## config.mk

```make
export PLATFORM = sky130hd
export DESIGN_NAME = vec_ram_reader
export DESIGN_NICKNAME = d
export VERILOG_FILES = /design/src/rtl/vpu_mem_pkg.sv /design/src/rtl/vec_rd_skid.sv /design/src/rtl/vec_ram_reader.sv
export SDC_FILE = /design/constraint.sdc
export NUM_CORES = 1
export LEC_CHECK = 0
export CAP_MARGIN = 20
export CORE_MARGIN = 10
export CORE_UTILIZATION = 35
export CTS_CLUSTER_DIAMETER = 40
export DETAILED_ROUTE_END_ITERATION = 8
export GPL_ROUTABILITY_DRIVEN = 0
export PLACE_DENSITY_LB_ADDON = 0.08
export SLEW_MARGIN = 40
export SYNTH_ARGS = -nofsm -noshare
export SYNTH_HDL_FRONTEND = slang
export SYNTH_HIERARCHICAL = 1
export SYNTH_SLANG_ARGS = --single-unit
```

## constraint.sdc

```tcl
create_clock -name clk -period 3.09 [get_ports clk]
set_clock_uncertainty 0.1 [all_clocks]
set_input_delay 0.309 -clock clk [delete_from_list [all_inputs] [get_ports clk]]
set_output_delay 0.309 -clock clk [all_outputs]
set_load 0.03 [all_outputs]
```

## src/rtl/vpu_mem_pkg.sv

```systemverilog
`default_nettype none
// ============================================================================
//  Module      : vpu_mem_pkg
//  Description : Shared types and default widths for the vector-unit RAM
//                access engines.
//  Revision    : 1.0 - initial release
// ============================================================================
package vpu_mem_pkg;

    localparam int c_DEF_DATA_WIDTH = 8;
    localparam int c_DEF_ADDR_WIDTH = 10;

    typedef enum logic [1:0] {
        IDLE  = 2'd0,
        RUN   = 2'd1,
        DRAIN = 2'd2
    } rd_state_t;

endpackage
`default_nettype wire

```

## src/rtl/vec_rd_skid.sv

```systemverilog
`default_nettype none
// ============================================================================
//  Module      : vec_rd_skid
//  Description : Two-entry valid/ready FIFO buffer; exposes its occupancy so
//                the producer can run credit-based flow control.
//  Revision    : 1.0 - initial release
// ============================================================================
module vec_rd_skid
    import vpu_mem_pkg::*;
#(
    parameter int DATA_WIDTH = c_DEF_DATA_WIDTH
) (
    input  logic                  clk,
    input  logic                  rst,
    input  logic                  i_push,
    input  logic [DATA_WIDTH-1:0] i_data,
    input  logic                  i_pop,
    output logic [DATA_WIDTH-1:0] o_data,
    output logic [1:0]            o_count
);

    logic [DATA_WIDTH-1:0] r_mem [2];
    logic                  r_rd_ptr;
    logic                  r_wr_ptr;
    logic [1:0]            r_count;
    logic                  w_pop;

    assign w_pop   = i_pop && (r_count != 2'd0);
    assign o_data  = r_mem[r_rd_ptr];
    assign o_count = r_count;

    always_ff @(posedge clk) begin
        if (rst) begin
            r_mem[0] <= '0;
            r_mem[1] <= '0;
            r_rd_ptr <= 1'b0;
            r_wr_ptr <= 1'b0;
            r_count  <= 2'd0;
        end else begin
            if (i_push) begin
                r_mem[r_wr_ptr] <= i_data;
                r_wr_ptr        <= ~r_wr_ptr;
            end
            if (w_pop) begin
                r_rd_ptr <= ~r_rd_ptr;
            end
            r_count <= r_count + {1'b0, i_push} - {1'b0, w_pop};
        end
    end

endmodule
`default_nettype wire

```

## src/rtl/vec_ram_reader.sv

```systemverilog
`default_nettype none
// ============================================================================
//  Module      : vec_ram_reader
//  Description : Streams len elements from a RAM port starting at base_addr
//                onto a valid/ready interface with last marking.
//                Optional macro VEC_RD_STRIDE_EN adds a programmable stride.
//  Revision    : 1.0 - initial release
// ============================================================================
module vec_ram_reader
    import vpu_mem_pkg::*;
#(
    parameter int DATA_WIDTH = c_DEF_DATA_WIDTH,
    parameter int ADDR_WIDTH = c_DEF_ADDR_WIDTH
) (
    input  logic                  clk,
    input  logic                  rst,
    input  logic                  start,
    input  logic [ADDR_WIDTH-1:0] base_addr,
    input  logic [ADDR_WIDTH:0]   len,
`ifdef VEC_RD_STRIDE_EN
    input  logic [ADDR_WIDTH-1:0] stride,
`endif
    output logic                  busy,
    output logic                  done,
    output logic                  ram_we,
    output logic [ADDR_WIDTH-1:0] ram_addr,
    output logic [DATA_WIDTH-1:0] ram_din,
    input  logic [DATA_WIDTH-1:0] ram_dout,
    output logic                  m_valid,
    input  logic                  m_ready,
    output logic [DATA_WIDTH-1:0] m_data,
    output logic                  m_last
);

    localparam logic [ADDR_WIDTH:0]   c_CNT_ONE  = {{ADDR_WIDTH{1'b0}}, 1'b1};
    localparam logic [ADDR_WIDTH-1:0] c_ADDR_ONE = {{(ADDR_WIDTH-1){1'b0}}, 1'b1};

    rd_state_t             r_state;
    rd_state_t             w_state_nxt;
    logic [ADDR_WIDTH-1:0] r_addr;
    logic [ADDR_WIDTH-1:0] r_addr_hold;
    logic [ADDR_WIDTH:0]   r_issue_cnt;
    logic [ADDR_WIDTH:0]   r_out_cnt;
    logic                  r_inflight;
    logic                  r_done;
    logic                  w_done_nxt;
    logic                  w_accept;
    logic                  w_issue;
    logic                  w_pop;
    logic                  w_credit_ok;
    logic [1:0]            w_occ;
    logic [2:0]            w_pending;
    logic [ADDR_WIDTH-1:0] w_inc;

`ifdef VEC_RD_STRIDE_EN
    logic [ADDR_WIDTH-1:0] r_stride;

    always_ff @(posedge clk) begin
        if (rst) begin
            r_stride <= '0;
        end else if (w_accept) begin
            r_stride <= stride;
        end
    end

    assign w_inc = r_stride;
`else
    assign w_inc = c_ADDR_ONE;
`endif

    assign w_accept = (r_state == IDLE) && start;
    assign w_pop    = m_valid && m_ready;

    // Buffered plus in-flight reads, minus the one leaving now, must stay
    // below the buffer depth so a returning read always has a slot.
    assign w_pending   = {1'b0, w_occ} + {2'b00, r_inflight};
    assign w_credit_ok = (w_pending - {2'b00, w_pop}) < 3'd2;
    assign w_issue     = (r_state == RUN) && (r_issue_cnt != '0) && w_credit_ok;

    always_comb begin
        w_state_nxt = r_state;
        w_done_nxt  = 1'b0;
        case (r_state)
            IDLE: begin
                if (start) begin
                    if (len != '0) begin
                        w_state_nxt = RUN;
                    end else begin
                        w_done_nxt = 1'b1;
                    end
                end
            end
            RUN: begin
                if (w_issue && (r_issue_cnt == c_CNT_ONE)) begin
                    w_state_nxt = DRAIN;
                end
            end
            DRAIN: begin
                if (w_pop && (r_out_cnt == c_CNT_ONE)) begin
                    w_state_nxt = IDLE;
                    w_done_nxt  = 1'b1;
                end
            end
            default: w_state_nxt = IDLE;
        endcase
    end

    always_ff @(posedge clk) begin
        if (rst) begin
            r_state     <= IDLE;
            r_addr      <= '0;
            r_addr_hold <= '0;
            r_issue_cnt <= '0;
            r_out_cnt   <= '0;
            r_inflight  <= 1'b0;
            r_done      <= 1'b0;
        end else begin
            r_state    <= w_state_nxt;
            r_done     <= w_done_nxt;
            r_inflight <= w_issue;
            if (w_accept) begin
                r_addr      <= base_addr;
                r_issue_cnt <= len;
                r_out_cnt   <= len;
            end else begin
                if (w_issue) begin
                    r_addr      <= r_addr + w_inc;
                    r_addr_hold <= r_addr;
                    r_issue_cnt <= r_issue_cnt - c_CNT_ONE;
                end
                if (w_pop) begin
                    r_out_cnt <= r_out_cnt - c_CNT_ONE;
                end
            end
        end
    end

    vec_rd_skid #(
        .DATA_WIDTH (DATA_WIDTH)
    ) u_skid (
        .clk     (clk),
        .rst     (rst),
        .i_push  (r_inflight),
        .i_data  (ram_dout),
        .i_pop   (w_pop),
        .o_data  (m_data),
        .o_count (w_occ)
    );

    assign busy     = (r_state != IDLE);
    assign done     = r_done;
    assign ram_we   = 1'b0;
    assign ram_din  = '0;
    assign ram_addr = w_issue ? r_addr : r_addr_hold;
    assign m_valid  = (w_occ != 2'd0);
    assign m_last   = m_valid && (r_out_cnt == c_CNT_ONE);

endmodule
`default_nettype wire

```

======== Word level (Yosys, flattened, before mapping) ========
Memory sizes are Yosys's and may differ from the RTL's. A register that Yosys moved wholly into a read port is not among the register bits.
Cells that the tools add are included.
operators by class
  equal/unequal tests ..................... 8
  add/subtract/negate cells ............... 7
  reduce and logical (&&, ||, !) cells .... 17
  order comparisons ....................... 1
  multiplexer cells ....................... 26
  bitwise operators ....................... 2
operators with widths
  operator                                                                 count
  11-bit two-way mux                                                       4
  10-bit two-way mux                                                       3
  11-bit by 1-bit == test with 1-bit output, second input constant         2
  11-bit nonzero test                                                      2
  11-bit by 1-bit subtractor with 11-bit output, second input constant     2
  1-bit two-way mux                                                        12
  10-bit by 1-bit adder with 10-bit output, second input constant          1
  1-bit logical AND                                                        8
  2-bit two-way mux                                                        4
  8-bit two-way mux                                                        1
  2-bit nonzero test                                                       4
  8-bit OR reduction                                                       1
  2-bit case mux with 3 select lines                                       1
  2-bit by 1-bit inequality test with 1-bit output, second input constant  2
  2-bit inequality test, second input constant                             2
  4-bit AND reduction                                                      1
  2-bit by 1-bit adder with 3-bit output                                   1
  3-bit by 2-bit < comparator with 1-bit output, second input constant     1
  3-bit by 1-bit subtractor with 3-bit output                              1
  2-bit by 1-bit adder with 2-bit output                                   1
  2-bit by 1-bit == test with 1-bit output, second input constant          1
  2-bit == test, second input constant                                     1
  2-bit logical NOT                                                        1
  1-bit inverter                                                           2
  2 further kinds                                                          2
storage, ports and cells
  bits in writable memories ............... 16
  memories ................................ 1
  word-level logic and storage cells ...... 72
  register bits ........................... 50
  output and inout port bits .............. 31
memories
  name          depth  bits a word  read ports  clocked after Yosys merged registers in  write ports  RTL line           RTL
  u_skid.r_mem  2      8            1           1                                        2            vec_rd_skid.sv:22  logic [DATA_WIDTH-1:0] r_mem [2];

======== Logic depth before layout (Yosys ltp) ========
  depth after elaboration ................. 8
  mapped depth ............................ 14
  depth with buffers taken out ............ 11

======== By module ========
Netlist, hierarchy kept.
by module, submodules not included
  module          cells each  seq. area each (µm²)  times used  area each (µm²)
  vec_ram_reader  291         920.9                 1           2549.9
  vec_rd_skid     74          580.6                 1           945.9

======== Least setup slack after synthesis ========
No wires, ideal clock.
  path kind ............................... register to output
  start point ............................. register u_skid.r_count[1] (netlist: u_skid/o_count[1])
  end point ............................... output ram_addr[0]
  path buffers ............................ 2
  arrival ................................. 2.960 ns
  cell stages (with the launch flop) ...... 13
  setup slack ............................. -0.279 ns
  cell sequence ........................... dfxtp_1 -> or2_2 -> nand2_1 -> inv_2 -> ha_1 -> nand2b_1 -> fa_1 -> xnor2_1 -> and3_1 -> buf_2 -> and2_4 -> buf_6 -> mux2_1
between the ends
  longest elaborated chain between the ends .. 6
  elaborated cells on any way between the ends .. 7
  classes of those cells .................. add/sub: 2; order compare: 1; mux: 1; reduce/logical: 3
RTL lines
  element                                        RTL line               RTL
  start: declaration                             vec_rd_skid.sv:25      logic [1:0] r_count;
  start signal: assignment                       vec_rd_skid.sv:47      r_count <= r_count + {1'b0, i_push} - {1'b0, w_pop};
  2-bit nonzero test                             vec_ram_reader.sv:155  assign m_valid = (w_occ != 2'd0);
  net m_valid                                    vec_ram_reader.sv:29   output logic m_valid,
  1-bit logical AND                              vec_ram_reader.sv:72   assign w_pop = m_valid && m_ready;
  net w_pop                                      vec_ram_reader.sv:49   logic w_pop;
  3-bit by 1-bit subtractor with 3-bit output    vec_ram_reader.sv:77   assign w_credit_ok = (w_pending - {2'b00, w_pop}) < 3'd2;
  3-bit by 2-bit < comparator with 1-bit output  vec_ram_reader.sv:77
  1-bit logical AND                              vec_ram_reader.sv:78   assign w_issue = (r_state == RUN) && (r_issue_cnt != '0) && w_credit_ok;
  10-bit two-way mux                             -
  end: declaration                               vec_ram_reader.sv:26   output logic [ADDR_WIDTH-1:0] ram_addr,
The timed path passes the listed nets, and every way through them passes these cells.

======== Worst setup path after layout ========
  start point ............................. register u_skid.r_count[0] (netlist: u_skid/o_count[0])
  end point ............................... output ram_addr[3]
between the ends
  longest elaborated chain between the ends .. 6
  elaborated cells on any way between the ends .. 7
  classes of those cells .................. add/sub: 2; order compare: 1; mux: 1; reduce/logical: 3
RTL lines
  element                                        RTL line
  2-bit nonzero test                             vec_ram_reader.sv:155
  1-bit logical AND                              vec_ram_reader.sv:72
  net w_pop                                      vec_ram_reader.sv:49
  3-bit by 1-bit subtractor with 3-bit output    vec_ram_reader.sv:77
  3-bit by 2-bit < comparator with 1-bit output  vec_ram_reader.sv:77
  1-bit logical AND                              vec_ram_reader.sv:78
  10-bit two-way mux                             -
The timed path passes the listed nets, and every way through them passes these cells.

==> out/qor.yml <==
run_status:
  status: "finished with violations"
  violations: "negative setup slack"
cells_and_area:
  area_delta_synth_final_pct: 31.0
  drive_above_1_share_pct: 19.4
  n_fill_cell: 994
  antennaDiodeCount: 0
  seqCellArea_um2: 1500
  multi_input_area_um2: 1910
  instances_no_fill: 576
  fin_nets: 481
min_path:
  hp-class: "in2reg"
  min_delay_worst_endpoint: "r_state[1]"
  min_from: "rst"
  min_delay_path_depth: 2
clock_tree:
  ctsHoldBuffers: 0
  clk_path_buf_depth: 2
  clk_latency_ns: 0.34
  numClockSinks: 67
  cts.clk_slew.worst_paths_ns: 0.08
  cts_tree: "yes"
  numCtsBuffers: 9
  htree_levels: 3
  cts_root_buf: "clkbuf_8"
critical_path:
  critPathArrivalTime_ns: 2.82
  required_ns: 2.68
  worstSetupPathType: "reg2out"
  reg2reg_slack_ns: 0.14
  critPathCaptureType: "output port"
  r2r_cells: 14
  start_kind: "flop"
  r2r-start: "u_skid/o_count[0]"
  reg2reg_to: "r_addr[4]"
  cp_max_fo: 3
synth:
  synthAdderAreaFrac_pct: 3.79
  yosysTopAreaCellShare_pct: 29.2
  synthMuxAreaShare_pct: 7.27
  synth_enable_flop_cells: 16
  syn_area_per_cell_um2: 9.58
  syn_area_um2: 3500
  synth_top_family_by_area: "simple AND/OR/NAND/NOR gates"
  synth.most_common_cell: "dfxtp_1"
  yosys_warnings: 6
  synth_cells: 365
  synthFlopType: "dfxtp_1"
  synth_seq_cells: 67
  synth_simple_gate_area_share_pct: 22.8
  yosysTopAreaCell: "dfxtp_1"
  synth_compound_area_share_pct: 13.3
  synth_xor_area_share_pct: 3.90
  synthArstFlopShare_pct: 0
  ys_types: 68
  yosysSeqAreaShare_pct: 42.9
  synth_common_cells: "dfxtp_1 (51), nor2_1 (42), nand2_1 (23), a21oi_1 (21), edfxtp_1 (16)"
  synthTopCellsByArea: "dfxtp_1 (29%), edfxtp_1 (14%), nor2_1 (4.5%)"
sta:
  period_share_pct: 104
  slew_viol_final: 0
  hold_violations: 0
  period_needed_ns: 3.23
  setup_viol: 10
  max_slew_margin_pct: 65.0
  worst_pin_slew_ns: 0.524
  finalSetupTns_ns: -1.03
  rsz0062_at_grt: "true"
  max_clock_freq_mhz: 310
  fin_ws_ns: -0.138
grt:
  grt-ovfl-total: 0
  grt.met1_usage_pct: 16.2
  top_usage_layer: "met2"
  use_met2_pct: 19.9
  grt_max_degree: 28
  grt_pass1_wl_um: 14800
  grtUsageMet3_pct: 3.66
  grt_pass1_vias: 2860
  grt.total_usage_pct: 12.6
  antenna_found_initial: 0
die:
  initial_core_util_pct: 35.8
  fp.coreArea_um2: 9770
  die_h_um: 120
  num_rows: 36
  die_w_um: 120
  ios: 64
  fp.dieArea_um2: 14400
routing:
  wl_per_cell_um: 15.6
  drc: 0
  dr.pass1.iters: 4
  viasPerCell: 4.99
  wirelength_um: 8980
  drt_iter0_drc: 89
  drtAntennaViolNets: 0
  vias: 2874
power_and_ir_drop:
  vdd_drop_max_uv: 239
  p_total_mw: 2.50
  powerDensity_nw_per_um2: 546
  leakagePower_nw: 1.75
placement:
  io_buffers: 54
  placed_cells: 553
  dp_slack_ns: -0.663
  dp_hpwl_um: 6560
run:
  max_cap_viol_count: 0
-- power by group --
| part | total [mW] | internal (mW) | switching (mW) |
|---|---|---|---|
| registers | 1.05 | 0.976 | 0.0751 |
| logic | 0.708 | 0.336 | 0.372 |
| clock network | 0.744 | 0.378 | 0.366 |
-- stage by stage --
stage	hold WS, ns	area (um^2)	util, %
final	0.311	4580	46.9
after global routing	0.335	4580	46.9
after CTS	0.313	4530	46.4
after detailed placement	0.371	4240	43.3
after global placement	0.366	4240	43.3
after floorplan	0.338	3560	-
-- registers in the layout (all words and copies together), names as in the netlist, named ones only --
signal,count
r_issue_cnt,11
done,1
u_skid/r_mem,16
r_addr,10
u_skid/r_wr_ptr,1
r_addr_hold,10
u_skid/o_count,2
r_inflight,1
r_out_cnt,11
u_skid/r_rd_ptr,1
r_state,2
-- worst max path at each step --
stage / startpoint / to / depth (start not counted)
4_1_cts: u_skid/o_count[1] / ram_addr[3] / 11
5_1_grt: u_skid/o_count[0] / ram_addr[3] / 11
3_5_place_dp: m_ready / ram_addr[4] / 11
6_report: u_skid/o_count[0] / ram_addr[3] / 11
2_1_floorplan: u_skid/o_count[1] / ram_addr[0] / 12
3_3_place_gp: m_ready / ram_addr[4] / 11
-- placed cells by master (no fill, tap or decap), drive strengths merged, types with 4 or more instances in the layout --
cell type	instances
inv	15
and3	4
xor2	7
nand3	8
conb	9
nor4	6
edfxtp	16
nor3	7
a211oi	8
buf	36
clkbuf	9
nand2b	14
nor2	42
a21oi	22
and2	4
clkdlybuf4s50	43
ha	9
o21bai	6
mux2	21
nand2	24
nor2b	14
dfxtp	51
xnor2	6
nand4	9
-- routing by layer --
metal / vias up / share of wire (%)
li1: 1434 / -
met1: 1379 / 48
met2: 51 / 47
met3: 10 / 3.9
met4: 0 / 1.4
met5: - / 0
-- cells by family after synthesis --
| kind of cell | count (synthesis) |
|---|---|
| buf+inv | 39 |
| other cells | 1 |
| fa+ha+maj | 10 |
| flops | 67 |
| compound gates | 66 |
| mux | 22 |
| simple gates | 146 |
| xor+xnor | 14 |
-- repair_timing --
action / in CTS / in global routing
gates resized for setup: 63 / 5
setup endpoints to repair: 11 / 11
hold endpoints to repair: 0 / 0
setup buffers: 2 / 4
pin swaps: 6 / 2
cloned: 1 / 0
-- layout make-up --
| type | count | area share, % |
|---|---|---|
| Clock buffer | 9 | 2.70 |
| Clock inverter | 7 | 1.67 |
| Inverter | 13 | 1.12 |
| Multi-Input combinational cell | 268 | 41.7 |
| Sequential cell | 67 | 32.8 |
| Tap cell | 133 | 3.63 |
| Timing Repair Buffer | 79 | 16.3 |
-- worst max-delay path: stages (launching register included) --
cell and delay [ns]:
dfxtp_2 0.32, or2_4 0.25, nand2_4 0.07, inv_4 0.04
ha_4 0.20, nand2b_4 0.13, fa_2 0.53, and3_4 0.22
and2_4 0.18, buf_6 0.10, mux2_4 0.30, buf_6 0.14
No activity file was read; power rests on OpenSTA's default activity.
